--- config.mk ---
export PLATFORM = sky130hd
export DESIGN_NAME = alu_bist_ft_n
export DESIGN_NICKNAME = d
export VERILOG_FILES = /design/src/rtl/alu_bist_ft_n.sv
export SDC_FILE = /design/constraint.sdc
export NUM_CORES = 1
export LEC_CHECK = 0
export BUFFER_PORTS_ARGS = -buffer_cell sky130_fd_sc_hd__buf_2
export CAP_MARGIN = 20
export CORE_MARGIN = 5
export CORE_UTILIZATION = 50
export DETAILED_ROUTE_END_ITERATION = 8
export PLACE_DENSITY = 0.73
export SYNTH_ARGS = -nofsm -noshare
export SYNTH_HDL_FRONTEND = slang
export SYNTH_SLANG_ARGS = --single-unit
export TNS_END_PERCENT = 20
--- constraint.sdc ---
create_clock -name clk -period 5.5 [get_ports clk]
set_input_delay 0.55 -clock clk [delete_from_list [all_inputs] [get_ports clk]]
set_output_delay 0.55 -clock clk [all_outputs]
set_load 0.005 [all_outputs]
--- src/rtl/alu_bist_ft_n.sv ---
// Fault-tolerant ALU: one primary plus NUM_SPARES spare cores, with a BIST sequencer that
// sweeps each core with fixed vectors and keeps sticky per-core fault flags.
module alu_bist_ft_n #(
  parameter int WIDTH       = 32,
  parameter int NUM_SPARES  = 2,
  parameter int TEST_PERIOD = 1024,
  localparam int NU         = NUM_SPARES + 1,
  localparam int UW         = (NU > 1) ? $clog2(NU) : 1
) (
  input  logic             clk,
  input  logic             rst,
  input  logic [WIDTH-1:0] A,
  input  logic [WIDTH-1:0] B,
  input  logic [2:0]       ALUControl,
  output logic [WIDTH-1:0] Result,
  output logic             Carry,
  output logic             OverFlow,
  output logic             Zero,
  output logic             Negative,
  input  logic             test_start,
  input  logic [NU-1:0]    force_fault,
  input  logic [NU-1:0]    inject_err,
  output logic             test_busy,
  output logic             test_done,
  output logic [NU-1:0]    fault_status,
  output logic [UW-1:0]    active_unit,
  output logic             all_failed,
  output logic [1:0]       state_o
);

  localparam int TW = (TEST_PERIOD > 1) ? $clog2(TEST_PERIOD) : 1;
  localparam logic [TW-1:0] TMAX = TW'((TEST_PERIOD > 0) ? TEST_PERIOD - 1 : 0);
  localparam logic [UW-1:0] LAST = UW'(NU - 1);
  localparam logic [2:0] OP_ADD = 3'b000, OP_SUB = 3'b001, OP_AND = 3'b010,
                         OP_OR  = 3'b011, OP_XOR = 3'b100, OP_SLT = 3'b101;

  function automatic logic [WIDTH-1:0] pat_f();
    logic [WIDTH-1:0] p;
    for (int i = 0; i < WIDTH; i++) p[i] = (i % 2 == 0);
    return p;
  endfunction

  localparam logic [WIDTH-1:0] PAT  = pat_f();
  localparam logic [WIDTH-1:0] ONES = '1;

  // Returns {carry, overflow, result}; SLT reuses the subtractor's sign/overflow.
  function automatic logic [WIDTH+1:0] alu_f(input logic [2:0] op,
                                             input logic [WIDTH-1:0] a,
                                             input logic [WIDTH-1:0] b);
    logic [WIDTH:0]   sum;
    logic [WIDTH-1:0] bb;
    logic [WIDTH-1:0] r;
    logic             sub, v, c, ov;
    sub = (op == OP_SUB) || (op == OP_SLT);
    bb  = sub ? ~b : b;
    sum = {1'b0, a} + {1'b0, bb} + {{WIDTH{1'b0}}, sub};
    v   = (a[WIDTH-1] == bb[WIDTH-1]) && (sum[WIDTH-1] != a[WIDTH-1]);
    r   = '0;
    c   = 1'b0;
    ov  = 1'b0;
    case (op)
      OP_ADD, OP_SUB: begin r = sum[WIDTH-1:0]; c = sum[WIDTH]; ov = v; end
      OP_AND:         r = a & b;
      OP_OR:          r = a | b;
      OP_XOR:         r = a ^ b;
      OP_SLT:         r = {{(WIDTH-1){1'b0}}, sum[WIDTH-1] ^ v};
      default:        r = '0;
    endcase
    return {c, ov, r};
  endfunction

  typedef enum logic [1:0] {S_IDLE = 2'd0, S_RUN = 2'd1, S_DONE = 2'd2} state_t;

  state_t           state_q, state_d;
  logic [UW-1:0]    tgt_q, tgt_d;
  logic [2:0]       vec_q, vec_d;
  logic [TW-1:0]    timer_q, timer_d;
  logic [NU-1:0]    fault_q, fault_d;

  logic [NU-1:0]    healthy;
  logic [UW-1:0]    act_idx, alt_idx, serve;
  logic             any_h, alt_ok, testing, mismatch, auto_fire;
  logic [2:0]       tv_op;
  logic [WIDTH-1:0] tv_a, tv_b, tv_exp;
  logic [WIDTH-1:0] core_res [NU];
  logic [NU-1:0]    core_c, core_v;

  assign healthy   = ~fault_q & ~force_fault;
  assign auto_fire = (TEST_PERIOD != 0) && (timer_q == TMAX);

  // Lowest-index healthy core, and lowest-index healthy core other than the test target.
  always_comb begin
    act_idx = '0;
    any_h   = 1'b0;
    alt_idx = '0;
    alt_ok  = 1'b0;
    for (int i = NU - 1; i >= 0; i--) begin
      if (healthy[i]) begin
        act_idx = UW'(i);
        any_h   = 1'b1;
      end
      if (healthy[i] && (tgt_q != UW'(i))) begin
        alt_idx = UW'(i);
        alt_ok  = 1'b1;
      end
    end
    serve   = act_idx;
    testing = 1'b0;
    if (state_q == S_RUN) begin
      if (tgt_q != act_idx) begin
        testing = 1'b1;
      end else if (alt_ok) begin
        serve   = alt_idx;
        testing = 1'b1;
      end else begin
        serve = tgt_q;
      end
    end
  end

  always_comb begin
    tv_op  = OP_ADD;
    tv_a   = '0;
    tv_b   = ONES;
    tv_exp = ONES;
    case (vec_q)
      3'd0, 3'd1: begin tv_op = OP_ADD; tv_a = '0;    tv_b = ONES; tv_exp = ONES; end
      3'd2, 3'd3: begin tv_op = OP_XOR; tv_a = ~PAT;  tv_b = PAT;  tv_exp = ONES; end
      3'd4:       begin tv_op = OP_AND; tv_a = PAT;   tv_b = ~PAT; tv_exp = '0;   end
      3'd5:       begin tv_op = OP_OR;  tv_a = PAT;   tv_b = ~PAT; tv_exp = ONES; end
      3'd6:       begin tv_op = OP_SUB; tv_a = PAT;   tv_b = ~PAT;
                        tv_exp = ~PAT + {{(WIDTH-1){1'b0}}, 1'b1}; end
      default:    begin tv_op = OP_SLT; tv_a = WIDTH'(1); tv_b = WIDTH'(2);
                        tv_exp = WIDTH'(1); end
    endcase
  end

  // Only the core under test sees the vectors; everyone else follows the datapath.
  always_comb begin
    for (int i = 0; i < NU; i++) begin
      logic [WIDTH+1:0] o;
      if (testing && (tgt_q == UW'(i))) o = alu_f(tv_op, tv_a, tv_b);
      else                              o = alu_f(ALUControl, A, B);
      core_res[i] = o[WIDTH-1:0] ^ {{(WIDTH-1){1'b0}}, inject_err[i]};
      core_c[i]   = o[WIDTH+1];
      core_v[i]   = o[WIDTH];
    end
  end

  assign mismatch = (core_res[tgt_q] != tv_exp) ||
                    ((core_res[tgt_q] == '0) != (tv_exp == '0));

  always_comb begin
    state_d = state_q;
    tgt_d   = tgt_q;
    vec_d   = vec_q;
    timer_d = timer_q;
    fault_d = fault_q;
    case (state_q)
      S_IDLE: begin
        if (test_start || auto_fire) begin
          state_d = S_RUN;
          timer_d = '0;
          tgt_d   = '0;
          vec_d   = '0;
        end else if (TEST_PERIOD != 0) begin
          timer_d = timer_q + TW'(1);
        end
      end
      S_RUN: begin
        if (testing && mismatch) fault_d[tgt_q] = 1'b1;
        vec_d = vec_q + 3'd1;
        if (vec_q == 3'd7) begin
          if (tgt_q == LAST) begin
            state_d = S_DONE;
            tgt_d   = '0;
          end else begin
            tgt_d = tgt_q + UW'(1);
          end
        end
      end
      S_DONE:  state_d = S_IDLE;
      default: state_d = S_IDLE;
    endcase
  end

  always_ff @(posedge clk) begin
    if (rst) begin
      state_q <= S_IDLE;
      tgt_q   <= '0;
      vec_q   <= '0;
      timer_q <= '0;
      fault_q <= '0;
    end else begin
      state_q <= state_d;
      tgt_q   <= tgt_d;
      vec_q   <= vec_d;
      timer_q <= timer_d;
      fault_q <= fault_d;
    end
  end

  assign Result       = core_res[serve];
  assign Carry        = core_c[serve];
  assign OverFlow     = core_v[serve];
  assign Zero         = (Result == '0);
  assign Negative     = Result[WIDTH-1];
  assign test_busy    = (state_q == S_RUN);
  assign test_done    = (state_q == S_DONE);
  assign fault_status = fault_q;
  assign active_unit  = serve;
  assign all_failed   = !any_h;
  assign state_o      = state_q;

endmodule

==> After elaboration in Yosys (flattened, before gate mapping) <==
Cells that the tools add are included.
{ "word_totals": {"regBits": 20, "input_bits": 76, "output_inout_bits": 46, "word_cells": 161} }
{ "op_classes": {"add_sub_neg": 7, "order_cmp": 5, "n_eq_ne": 34, "muxes": 56, "n_bitwise": 19, "n_reduce_logical": 35} }
{ "op_table": {"columns": ["operator", "n"], "rows": [
  ["32-bit one-hot mux with 5 select lines", 2],
  ["32-bit one-hot mux with 3 select lines", 3],
  ["32-bit 2-to-1 mux", 6],
  ["32-bit binary-select mux with 2-bit select", 2],
  ["34-bit 2-to-1 mux", 3],
  ["32-bit zero test", 3],
  ["32-bit by 1-bit bitwise XOR with 32-bit output", 3],
  ["32-bit by 32-bit adder with 33-bit output", 2],
  ["33-bit by 1-bit adder with 33-bit output", 2],
  ["32-bit bitwise AND", 2],
  ["32-bit NOT", 2],
  ["32-bit bitwise OR", 2],
  ["32-bit bitwise XOR", 2],
  ["32-bit inequality test", 1],
  ["2-bit 2-to-1 mux", 15],
  ["3-bit == test, second input constant", 8],
  ["3-bit by 2-bit == test with 1-bit output, second input constant", 6],
  ["1-bit 2-to-1 mux", 16],
  ["3-bit one-hot mux with 5 select lines", 1],
  ["10-bit by 1-bit adder with 10-bit output, second input constant", 1],
  ["10-bit == test, second input constant", 1],
  ["1-bit logical AND", 10],
  ["10-bit 2-to-1 mux", 1],
  ["3-bit by 1-bit == test with 1-bit output, second input constant", 3],
  ["32 further kinds", 59]
]} }

==> Longest topological paths before layout <==
{ "logic_depth": {"ltp_word": 22, "mapped_depth": 21, "ltp_nobuf": 19} }

==> Worst setup path before layout <==
No wires, ideal clock.
{ "synth_path": {"path_type": "input to output", "startpoint": "input ALUControl[0]", "endpoint": "output Zero", "t_arrival_ps": 3866, "required_time_ps": 4950, "setup_slack_ps": 1084, "path_stages": 16, "n_path_buf": 2, "cell_sequence": "nor2b_1 > buf_2 > buf_1 > xnor2_1 > ha_1 > a21oi_1 > o21ai_1 > a211oi_1 > a21o_1 > a21oi_1 > o21ai_0 > mux2i_1 > xor2_1 > mux2_2 > mux2i_1 > nor3b_1"} }
{ "synth_via": {"elab_chain_cells": 15, "word_cells_on_any_way": 26, "cone_classes": "add/sub: 2; eq/ne: 7; mux: 8; bitwise: 4; reduce/logical: 5"} }
{ "synth_rtl": {"columns": ["item", "line", "source"], "rows": [
  ["start: declaration", "14", "input logic [2:0] ALUControl,"],
  ["3-bit by 1-bit == test with 1-bit output or 3-bit == test (tied branches)", "54, 61", null],
  ["1-bit logical OR", "54", "sub = (op == OP_SUB) || (op == OP_SLT);"],
  ["32-bit 2-to-1 mux", "55", "bb = sub ? ~b : b;"],
  ["32-bit by 32-bit adder with 33-bit output", "56", "sum = {1'b0, a} + {1'b0, bb} + {{WIDTH{1'b0}}, sub};"],
  ["33-bit by 1-bit adder with 33-bit output", "56", null],
  ["1-bit inequality test", "57", "v = (a[WIDTH-1] == bb[WIDTH-1]) && (sum[WIDTH-1] != a[WIDTH-1]);"],
  ["1-bit logical AND", "57", null],
  ["1-bit bitwise XOR", "66", "OP_SLT: r = {{(WIDTH-1){1'b0}}, sum[WIDTH-1] ^ v};"],
  ["32-bit one-hot mux with 5 select lines (*)", "61", "case (op)"],
  ["34-bit 2-to-1 mux", "142", "if (testing && (tgt_q == UW'(i))) o = alu_f(tv_op, tv_a, tv_b);"],
  ["32-bit by 1-bit bitwise XOR with 32-bit output", "144", "core_res[i] = o[WIDTH-1:0] ^ {{(WIDTH-1){1'b0}}, inject_err[i]};"],
  ["32-bit binary-select mux with 2-bit select (*)", "203", "assign Result = core_res[serve];"],
  ["32-bit 2-to-1 mux (not written as such) (*) (2 in series)", "203", null],
  ["via Result[0]", "15", "output logic [WIDTH-1:0] Result,"],
  ["32-bit zero test (*)", "206", "assign Zero = (Result == '0);"],
  ["end: declaration", "18", "output logic Zero,"]
]} }
The timed path passes the listed nets; every way through them passes the cells marked *. The select of a mux whose other input is x is not followed.

==> Worst setup path in the final report <==
{ "layout_path": {"startpoint": "input ALUControl[1]", "endpoint": "output Zero"} }
{ "layout_via": {"elab_chain_cells": 15, "word_cells_on_any_way": 26, "cone_classes": "add/sub: 2; eq/ne: 7; mux: 8; bitwise: 4; reduce/logical: 5"} }
{ "layout_rtl": {"columns": ["item", "line"], "rows": [
  ["3-bit by 1-bit == test with 1-bit output or 3-bit == test (tied branches)", "54, 61"],
  ["1-bit logical OR", "54"],
  ["32-bit 2-to-1 mux", "55"],
  ["32-bit by 32-bit adder with 33-bit output", "56"],
  ["33-bit by 1-bit adder with 33-bit output", "56"],
  ["1-bit inequality test", "57"],
  ["1-bit logical AND", "57"],
  ["1-bit bitwise XOR", "66"],
  ["32-bit one-hot mux with 5 select lines (*)", "61"],
  ["34-bit 2-to-1 mux", "142"],
  ["32-bit by 1-bit bitwise XOR with 32-bit output", "144"],
  ["32-bit binary-select mux with 2-bit select (*)", "203"],
  ["32-bit 2-to-1 mux (not written as such) (*) (2 in series)", "203"],
  ["32-bit zero test (*)", "206"]
]} }
Mark *: on every way between the ends. The rest lies on a longest branch, timed or not. The select of a mux whose other input is x is not followed.

==> qor.yml <==
synthesis:
  yosys_register_bits: 20
  synth_edf_count: 0
  yosysMostFrequentCell: "ha_1"
  ys.flop_type: "dfxtp_1"
  synth_nets: 1139
  yosysWarningCount: 0
  seq_area_frac_synth: 0.0598
  synth_area_leader_cell: "ha_1"
  synth_area_sq_mm: 0.00670
  async_reset_ff_frac: 0
  avgSynthCellArea_sq_um: 7.05
  synthCells: 950
  synth_area_leaders: "ha_1, dfxtp_1, xnor2_1, inv_1, a21oi_1"
  synthDistinctLibCells: 86
  netlist_top_cells_count: "ha_1, inv_1, nand2_1, nor2_1, a21oi_1"
  netlist.area_leader.share: 0.207
routing:
  met3WireLength_mm: 1.06
  met1_length_mm: 9.40
  wl_met2_mm: 9.49
  drc: 0
  dr.pass1.iters: 6
  highest_layer: "met4"
  post_drt_wl_per_cell_um: 16.8
  drt_iter0_drc: 575
  vias: 7375
  antenna_left: 0
  routed_via_density: 6.07
  wirelength_mm: 20.4
clock_network:
  cts_max_path_buffers: 2
  post_cts_buffers: 0
  clk_pin_slew_ps: 60
  cts_made_buffers: 3
  cts_tree: "built"
  clockRootBuffer: "clkbuf_16"
  cts_hold_buf: 0
  cts_num_sinks: 20
  ctsResizeCount: 0
  clk-insertion-delay-late_ps: 250
  h-tree-depth: 1
setup_path:
  arrival_ps: 4450
  critical_path_class: "input port to output pin"
  path_cells: "buf_2, nor2b_4, buf_12, xnor2_1, ha_1, a21oi_1, nand2_1, o21ai_1, xnor2_1, a211oi_2, inv_1, or3_1, nor4_2, nand4b_1, nand4b_1, nor3b_1, buf_2"
  cp_slowest_cell: "nor4_2"
  crit_path_start_kind: "input port"
  cp-end-kind: "output pin"
  critPathMaxFanout: 21
  crit_required_ps: 4950
  critPathMaxStageDelay_ps: 450
timing:
  fin_hold_ws_ps: 510
  grt_setup_unrepaired: "no"
  setup_tns_ps: 0
  min_period_ps: 5000
  hold_viol: 0
  finalSetupViolCount: 0
  worst_slew_pin_slew_ps: 798
  fin_crit_sh: 0.909
  fin_skew_ps: 2.49
  maxSlewViolCount: 0
  max_slew_margin: 0.459
  fmax_ghz: 0.200
floorplanning:
  start_util: 0.508
  fp.dieW_um: 126
  dieHeight_um: 126
  ios: 122
  fp-row-count: 42
  dieArea_sq_mm: 0.0158
  core_area_sq_mm: 0.0132
placement:
  dp_cells: 1209
  placed_area_sq_mm: 0.00740
  hpwl_mm: 16.6
  io_buffers: 121
  gp_congestion: 0.962
global_routing:
  grt_pass1_wl_mm: 33.5
  grt_pass1_vias: 6981
  grt_max_degree: 38
  antenna_found_initial: 0
  grt_use_total: 0.243
  grt.overflow.total: 0
status:
  outcome: "finished, final reports clean"
layout:
  syn_to_final_growth_pct: 12.3
  diodes: 0
  final.fill_count: 1327
  fin_area_sq_mm: 0.00752
  stdcell_count: 1214
  drive_gt1_frac: 0.162
  nets: 1228
power:
  total_power_mw: 1.17
  power.density_mw_per_mm2: 156
  leakagePower_nw: 3.55
  ir_drop_uv: 143
flow_run:
  maxCapViolCount: 0
hold_path:
  hp-class: "flip-flop to flip-flop"
==> flip-flops by register name, summed over array words and instances, names as in the netlist <==
name and count:
tgt_q 2, fault_status 3, timer_q 10, vec_q 3, state_o 2
==> final cells by class <==
type | instances | area (sq um) | share of cell area
repair buffers | 132 | 701 | 0.0932
clock buffers | 3 | 75.1 | 0.00999
flip-flops and latches | 20 | 400 | 0.0533
multi-input cells | 783 | 5720 | 0.761
clock inverters | 1 | 30.0 | 0.00399
well taps | 176 | 220 | 0.0293
inverters | 99 | 372 | 0.0494
==> power breakdown <==
part           internal [mW]  switching, mW
clock network          0.144         0.0520
logic                  0.329          0.498
registers              0.148        0.00384
==> layer usage <==
layer  vias up  track usage
met2       268        0.418
met4         0       0.0587
met1      3405        0.334
met3        40       0.0127
li1       3662            -
met5         -            0
==> metrics by stage <==
stage,util,setup WS [ps]
after global routing,0.570,160
after detailed placement,0.561,563
after CTS,0.569,562
after global placement,0.561,666
after floorplan,-,1080
final,0.570,500
==> layout by cell type, fill, tap and decap left out, drive strengths merged, types with 17 or more instances in the layout <==
cell / synthesis / layout
ha: 111 / 111
nand4: 20 / 20
nand2: 72 / 72
dfxtp: 20 / 20
o21ai: 62 / 62
a211oi: 17 / 17
o22ai: 19 / 19
nor3: 23 / 23
inv: 99 / 99
a21oi: 61 / 61
a22oi: 31 / 31
xnor2: 43 / 43
nor2: 69 / 69
buf: 25 / 132
==> worst max-delay path: cells and delay by family <==
family / cells / cell delay [ps]
xor gates and xnor gates: 2 / 250
buffers and inverters: 4 / 630
and+or+nand+nor: 7 / 1980
adders and majority gates: 1 / 310
AOI/OAI and AO/OA: 3 / 710
==> cell families (layout without fill, tap and decap cells) <==
| group | count (synthesis) | count (layout) | synth area share |
|---|---|---|---|
| flops | 20 | 20 | 0.0598 |
| fa+ha+maj | 113 | 113 | 0.213 |
| xor+xnor | 58 | 58 | 0.0759 |
| simple gates | 286 | 286 | 0.219 |
| buf+inv | 147 | 235 | 0.0880 |
| compound gates | 312 | 312 | 0.323 |
| mux | 14 | 14 | 0.0211 |
==> worst paths after layout <==
kind / start / end / slack [ps] / depth (start not counted)
setup reg to reg: vec_q[2] / fault_status[0] / 980 / 15
hold / removal: timer_q[1] / timer_q[1] / 510 / 2
hold reg to reg: timer_q[1] / timer_q[1] / 510 / 2
setup / recovery: ALUControl[1] / Zero / 500 / 17
(Power assumes the default switching activity.)
